`src/rtl/varredura_teclado_pkg.sv`:
```
// teclado_pkg: shared types and helpers for the keypad scanner.
//   estado_t    - scanner FSM states
//   row_info_t  - decoded row lines: valid flag plus 2-bit row index
//   row_index() - maps an active-low row pattern to its row index;
//                 valid only when exactly one line is low
package teclado_pkg;

    localparam int NUM_LINHAS  = 4;
    localparam int NUM_COLUNAS = 4;

    typedef enum logic [1:0] {
        SCAN         = 2'd0,
        DEBOUNCE     = 2'd1,
        EMIT         = 2'd2,
        WAIT_RELEASE = 2'd3
    } estado_t;

    typedef struct packed {
        logic       valid;
        logic [1:0] idx;
    } row_info_t;

    // Anything other than a single low line (idle or ghosting) is invalid.
    function automatic row_info_t row_index(input logic [NUM_LINHAS-1:0] rs);
        row_info_t r;
        r.valid = 1'b0;
        r.idx   = 2'd0;
        case (rs)
            4'b1110: begin r.valid = 1'b1; r.idx = 2'd0; end
            4'b1101: begin r.valid = 1'b1; r.idx = 2'd1; end
            4'b1011: begin r.valid = 1'b1; r.idx = 2'd2; end
            4'b0111: begin r.valid = 1'b1; r.idx = 2'd3; end
            default: ;
        endcase
        return r;
    endfunction

endpackage

```
`src/rtl/varredura_teclado_if.sv`:
```
// varredura_teclado_if: key report bus from the scanner to the product selector.
//   linha, coluna - coordinates of the last accepted key (level, held between presses)
//   enable        - one-cycle strobe; coordinates are valid in that cycle and after.
//                   There is no ready: the consumer must take the strobe when it comes.
//   key_held      - high from the enable cycle until the release is debounced
// master modport drives the bus (scanner), slave modport observes it (selector).
interface varredura_teclado_if;
    logic [1:0] linha;
    logic [1:0] coluna;
    logic       enable;
    logic       key_held;

    modport master (output linha, coluna, enable, key_held);
    modport slave  (input  linha, coluna, enable, key_held);
endinterface

```
`src/rtl/varredura_teclado_sincronizador.sv`:
```
// sincronizador: W-bit two-flop synchronizer; resets to all ones (keypad idle level).
//   clk, reset - clock and synchronous active-high reset
//   d          - asynchronous input
//   q          - synchronized output, two cycles behind d
module sincronizador #(
    parameter int W = 4
) (
    input  logic         clk,
    input  logic         reset,
    input  logic [W-1:0] d,
    output logic [W-1:0] q
);

    logic [W-1:0] s1;

    always_ff @(posedge clk) begin
        if (reset) begin
            s1 <= '1;
            q  <= '1;
        end else begin
            s1 <= d;
            q  <= s1;
        end
    end

endmodule

```
`src/rtl/varredura_teclado.sv`:
```
// varredura_teclado: 4x4 active-low matrix keypad scanner with press/release debounce.
//   clk, reset - clock, synchronous active-high reset
//   rows_n     - keypad rows (active-low, asynchronous)
//   cols_n     - column drive, one-hot active-low
//   tecla      - key report bus (linha, coluna, enable, key_held), master side
//   estado     - current FSM state, for observation
module varredura_teclado
    import teclado_pkg::*;
#(
    parameter int SCAN_DIV = 4,
    parameter int DEBOUNCE = 8
) (
    input  logic                   clk,
    input  logic                   reset,
    input  logic [NUM_LINHAS-1:0]  rows_n,
    output logic [NUM_COLUNAS-1:0] cols_n,
    varredura_teclado_if.master    tecla,
    output estado_t                estado
);

    localparam int MAXC = (SCAN_DIV > DEBOUNCE) ? SCAN_DIV : DEBOUNCE;
    localparam int CW   = $clog2(MAXC) + 1;

    logic [NUM_LINHAS-1:0] rs;
    row_info_t             ri;

    estado_t               state_q, state_d;
    logic [CW-1:0]         cnt_q, cnt_d;    // dwell / debounce / release count
    logic [1:0]            c_q, c_d;        // driven column
    logic [NUM_LINHAS-1:0] pat_q, pat_d;    // row pattern captured at sample
    logic [1:0]            lin_q, lin_d;    // row index captured at sample

    logic [NUM_COLUNAS-1:0] cols_q;
    logic [1:0]             linha_q, coluna_q;
    logic                   enable_q, held_q;

    sincronizador #(.W(NUM_LINHAS)) u_sync (
        .clk   (clk),
        .reset (reset),
        .d     (rows_n),
        .q     (rs)
    );

    assign ri = row_index(rs);

    always_comb begin
        state_d = state_q;
        cnt_d   = cnt_q;
        c_d     = c_q;
        pat_d   = pat_q;
        lin_d   = lin_q;
        case (state_q)
            SCAN: begin
                if (cnt_q == CW'(SCAN_DIV - 1)) begin
                    cnt_d = '0;
                    if (ri.valid) begin
                        // Column stays frozen until the key is rejected or released.
                        pat_d   = rs;
                        lin_d   = ri.idx;
                        state_d = teclado_pkg::DEBOUNCE;
                    end else begin
                        c_d = c_q + 2'd1;
                    end
                end else begin
                    cnt_d = cnt_q + CW'(1);
                end
            end
            teclado_pkg::DEBOUNCE: begin
                if (rs != pat_q) begin
                    state_d = SCAN;
                    c_d     = c_q + 2'd1;
                    cnt_d   = '0;
                end else if (cnt_q == CW'(DEBOUNCE - 1)) begin
                    state_d = EMIT;
                    cnt_d   = '0;
                end else begin
                    cnt_d = cnt_q + CW'(1);
                end
            end
            EMIT: begin
                state_d = WAIT_RELEASE;
                cnt_d   = '0;
            end
            WAIT_RELEASE: begin
                if (rs != '1) begin
                    cnt_d = '0;
                end else if (cnt_q == CW'(DEBOUNCE - 1)) begin
                    state_d = SCAN;
                    c_d     = c_q + 2'd1;
                    cnt_d   = '0;
                end else begin
                    cnt_d = cnt_q + CW'(1);
                end
            end
            default: begin
                state_d = SCAN;
                cnt_d   = '0;
            end
        endcase
    end

    // Outputs are loaded from the next-state values so that they are
    // registered yet line up with the state they belong to.
    always_ff @(posedge clk) begin
        if (reset) begin
            state_q  <= SCAN;
            cnt_q    <= '0;
            c_q      <= 2'd0;
            pat_q    <= '1;
            lin_q    <= 2'd0;
            cols_q   <= 4'b1110;
            linha_q  <= 2'd0;
            coluna_q <= 2'd0;
            enable_q <= 1'b0;
            held_q   <= 1'b0;
        end else begin
            state_q  <= state_d;
            cnt_q    <= cnt_d;
            c_q      <= c_d;
            pat_q    <= pat_d;
            lin_q    <= lin_d;
            cols_q   <= ~(4'b0001 << c_d);
            enable_q <= (state_d == EMIT);
            held_q   <= (state_d == EMIT) || (state_d == WAIT_RELEASE);
            if (state_d == EMIT) begin
                linha_q  <= lin_q;
                coluna_q <= c_q;
            end
        end
    end

    assign cols_n         = cols_q;
    assign tecla.linha    = linha_q;
    assign tecla.coluna   = coluna_q;
    assign tecla.enable   = enable_q;
    assign tecla.key_held = held_q;
    assign estado         = state_q;

endmodule

```
`src/flat_wrapper.sv`:
```
// flat-port wrapper written by rule: the top's interface ports become plain ports
module varredura_teclado_flat import teclado_pkg::*;
#(
    parameter int SCAN_DIV = 4,
    parameter int DEBOUNCE = 8
)
  (clk, reset, rows_n, cols_n, estado, tecla_linha, tecla_coluna, tecla_enable, tecla_key_held);
  varredura_teclado_if tecla_i ();
  input  logic clk;
  input  logic reset;
  input  logic [NUM_LINHAS-1:0] rows_n;
  output logic [NUM_COLUNAS-1:0] cols_n;
  output estado_t estado;
  output wire logic [$bits(tecla_i.linha)-1:0] tecla_linha;
  output wire logic [$bits(tecla_i.coluna)-1:0] tecla_coluna;
  output wire logic [$bits(tecla_i.enable)-1:0] tecla_enable;
  output wire logic [$bits(tecla_i.key_held)-1:0] tecla_key_held;
  assign tecla_linha = tecla_i.linha;
  assign tecla_coluna = tecla_i.coluna;
  assign tecla_enable = tecla_i.enable;
  assign tecla_key_held = tecla_i.key_held;
  varredura_teclado #(.SCAN_DIV(SCAN_DIV), .DEBOUNCE(DEBOUNCE)) u_core (.clk(clk), .reset(reset), .rows_n(rows_n), .cols_n(cols_n), .tecla(tecla_i), .estado(estado));
endmodule
```
`config.mk`:
```
export PLATFORM = sky130hd
export DESIGN_NAME = varredura_teclado_flat
export DESIGN_NICKNAME = d
export VERILOG_FILES = /design/src/rtl/varredura_teclado_pkg.sv /design/src/rtl/varredura_teclado_if.sv /design/src/rtl/varredura_teclado_sincronizador.sv /design/src/rtl/varredura_teclado.sv /design/src/flat_wrapper.sv
export SDC_FILE = /design/constraint.sdc
export NUM_CORES = 1
export LEC_CHECK = 0
export CAP_MARGIN = 20
export CORE_MARGIN = 2
export CORE_UTILIZATION = 45
export CTS_BUF_LIST = sky130_fd_sc_hd__clkbuf_4 sky130_fd_sc_hd__clkbuf_8
export CTS_CLUSTER_DIAMETER = 30
export DETAILED_ROUTE_END_ITERATION = 10
export GPL_TIMING_DRIVEN = 1
export HOLD_SLACK_MARGIN = 0.12
export PLACE_DENSITY = 0.7
export SLEW_MARGIN = 10
export SYNTH_ARGS = -nofsm -noshare
export SYNTH_HDL_FRONTEND = slang
export SYNTH_SLANG_ARGS = --single-unit
```
`constraint.sdc`:
```
create_clock -name clk -period 1.7 [get_ports clk]
set_input_delay 0.255 -clock clk [delete_from_list [all_inputs] [get_ports clk]]
set_output_delay 0.255 -clock clk [all_outputs]
set_load 0.01 [all_outputs]
```
==> run metrics <==
status=finished with violations; violated checks=DRC, setup timing; CTS H-tree lvls=2; placed cells=197; layout cells sized above 1=0.418; Final nets=189; synth warn=0; clock root buffer=clkbuf_4; vias in the first global route=1104; syn nets=142; Max Cap Violations=0; initial antenna violation count=0; Hold WC Path Type=flip-flop to flip-flop; hpwl dp=2.03 mm; row count=19; Clock transition at path regs=0.09 ns; Post-DP Area=1740 sq um; Internal=1.06 mW; crit-path cells=ha_4 > nand2b_4 > buf_4 > nor3_1 > and2_1 > nor3_2 > or4_1; nature of the critical path endpoint=flip-flop; fmax=0.547 GHz; largest net degree at the start of global routing=13; synthesis-stage register bit count=32; Tightest Pin Transition=0.364 ns; die area=3460 sq um; PortBufs=17; CP arrival=2.05 ns; later-pin clock latency in the skew report=0.34 ns; CTS max path bufs=2; Gate power share=0.147; Cell Area, Synth=1350 sq um; gr usage total=0.187; final setup vio count=13; vias per std cell=5.22; Slowest cell on crit path=or4_1; Detailed Route Iter0 Violations=33; Die Height=58.8 um; Clock Power Share=0.290; Routed WL per cell=14.3 um; # diodes=0; fin crit period=1.83 ns; final hold vios=0; PD cells=727 nW/um^2; critical setup path kind=flip-flop to flip-flop; commonest cells after routing, fill and taps aside=29 x buf_4, 24 x dfxtp_1, 16 x clkdlybuf4s50_1; count of cell types in the netlist=39; VDD IR max=0.449 mV; R2R Setup Slk=-0.13 ns; Pleak=0.769 nW; total power=1.42 mW; crit-path max FO=3; clock sinks=32; DR DRC count=1; Fin Clk Skew=0.00651 ns; Sw Share=0.252; Mapped Cells=135; Congestion Overflow GR=0; Tcrit/Tclk final=1.08; Num CTS Buffers=5; Vias=1112; slew margin rel.=0.756; DIE WIDTH=58.8 um; Mean Syn Cell Area=10.0 sq um; Finished Cell Area=1950 sq um; core box area=2810 sq um; RSZ-0062 raised after global routing=true; Ports=18; Initial DRT Pass Iterations=7; P_sw=0.358 mW; RD Place Congestion=0.836; Worst EP required=1.92 ns; Flop pwr share=0.563; Routed Antenna Nets=0; Worst Setup Slack, final=-0.129 ns; register area share after synthesis=0.474; starting density of the core=0.482; area grow syn2layout=44.4%; CTS tree=yes; commonest non-fill, non-tap cell in the layout=buf_4; non-filler cells, final=213; first-pass GRT wire length=4.74 mm; crit start category=flip-flop; wirelength, routed=3.05 mm; Pins Over Slew Limit=0; CP max stage delay=0.40 ns
## power by group through the flow
stage	Clock, mW	Sequential, mW	Combinational (mW)
2_1_floorplan	0	0.809	0.111
3_3_place_gp	0	0.815	0.167
3_5_place_dp	0	0.817	0.173
4_1_cts	0.430	0.798	0.201
5_1_grt	0.453	0.801	0.228
6_report	0.411	0.798	0.209
## synth_stat cells (all sizes together)
cell / instances / area, sq um
mux2i: 8 / 80.1
nand3b: 1 / 7.51
nand3: 2 / 10.0
dfxtp: 32 / 641
nor3: 5 / 36.3
nand2b: 5 / 31.3
xnor2: 2 / 17.5
clkbuf: 3 / 11.3
nand4: 3 / 18.8
nor4: 4 / 31.3
a21o: 1 / 7.51
and2: 1 / 6.26
a211oi: 2 / 15.0
o211ai: 2 / 20.0
nand4b: 2 / 17.5
ha: 1 / 12.5
o31ai: 1 / 7.51
mux2: 1 / 11.3
and2b: 1 / 7.51
xor2: 8 / 77.6
nand2: 6 / 22.5
or3b: 1 / 8.76
or4: 3 / 26.3
inv: 3 / 11.3
o22ai: 1 / 6.26
or2: 8 / 50.1
o311a: 1 / 21.3
o31a: 1 / 8.76
nor2: 14 / 52.6
a21oi: 4 / 20.0
buf: 7 / 50.1
nor2b: 1 / 6.26
## routing by layer
metal / wire length [um] / share of wire / vias to the layer above / track usage
met5: 0 / 0 / - / 0
met4: 76 / 0.025 / 0 / 0.0909
met3: 111 / 0.036 / 10 / 0.0659
met2: 1530 / 0.50 / 21 / 0.302
met1: 1340 / 0.44 / 526 / 0.221
li1: - / - / 555 / -
## metrics by stage
step	hold WS, ns	TNS [ns]	util	setup slack [ns]
after floorplan	0.359	-0.183	-	-0.0717
after global placement	0.392	-0.766	0.621	-0.151
after detailed placement	0.394	-1.31	0.621	-0.217
after CTS	0.415	-0.573	0.679	-0.0778
after global routing	0.431	-2.00	0.695	-0.251
final	0.414	-0.715	0.695	-0.129
## sequential cells by signal (all words and copies together), names as in the netlist
| signal | count |
|---|---|
| u_core.cnt_q | 4 |
| u_core.cols_n | 4 |
| u_core.pat_q | 4 |
| u_core.u_sync.q | 4 |
| u_core.u_sync.s1 | 4 |
| u_core.c_q | 2 |
| u_core.estado | 2 |
| u_core.lin_q | 2 |
| u_core.tecla.coluna | 2 |
| u_core.tecla.linha | 2 |
| u_core.tecla.enable | 1 |
| u_core.tecla.key_held | 1 |
## final cells by class
class	count	area [sq um]
clock buffers	6	45.0
clock inverters	1	5.00
fillers	215	855
inverters	3	11.3
multi-input cells	90	739
flip-flops and latches	32	658
well taps	31	38.8
repair buffers	50	453
## critical path, delay by kind of cell (launching register included)
family	cells	cell delay [ns]
flops	1	0.36
simple gates	5	1.07
buf+inv	1	0.14
fa+ha+maj	1	0.15
## cell families after synthesis
group | after synthesis | share of synthesized area
AND/OR/NAND/NOR | 57 | 0.246
flip-flops | 32 | 0.474
AO/OA/AOI/OAI | 13 | 0.0787
buffers and inverters | 13 | 0.0537
XOR/XNOR | 10 | 0.0704
multiplexers | 9 | 0.0676
adder cells (fa/ha/maj) | 1 | 0.00926
## path summary, 6_finish.rpt
path                                        from                            end  cells after the start
hold reg to reg   u_core.u_sync.s1[2]$_SDFF_PP1_  u_core.u_sync.q[2]$_SDFF_PP1_                      1
setup / recovery      u_core.cnt_q[0]$_SDFF_PP0_    u_core.cols_n[1]$_SDFF_PP1_                      7
hold / removal    u_core.u_sync.s1[2]$_SDFF_PP1_  u_core.u_sync.q[2]$_SDFF_PP1_                      1
setup reg to reg      u_core.cnt_q[0]$_SDFF_PP0_    u_core.cols_n[1]$_SDFF_PP1_                      7
## repair_timing
action | in CTS | in global routing
cloned | 0 | 0
setup endpoints to repair | 20 | 18
hold buffers | 0 | 0
pin swaps | 16 | 1
gates resized for setup | 18 | 6
buffers inserted | 6 | 3
endpoints found under the hold margin | 0 | 0
Power figures use the tool's default switching activity.
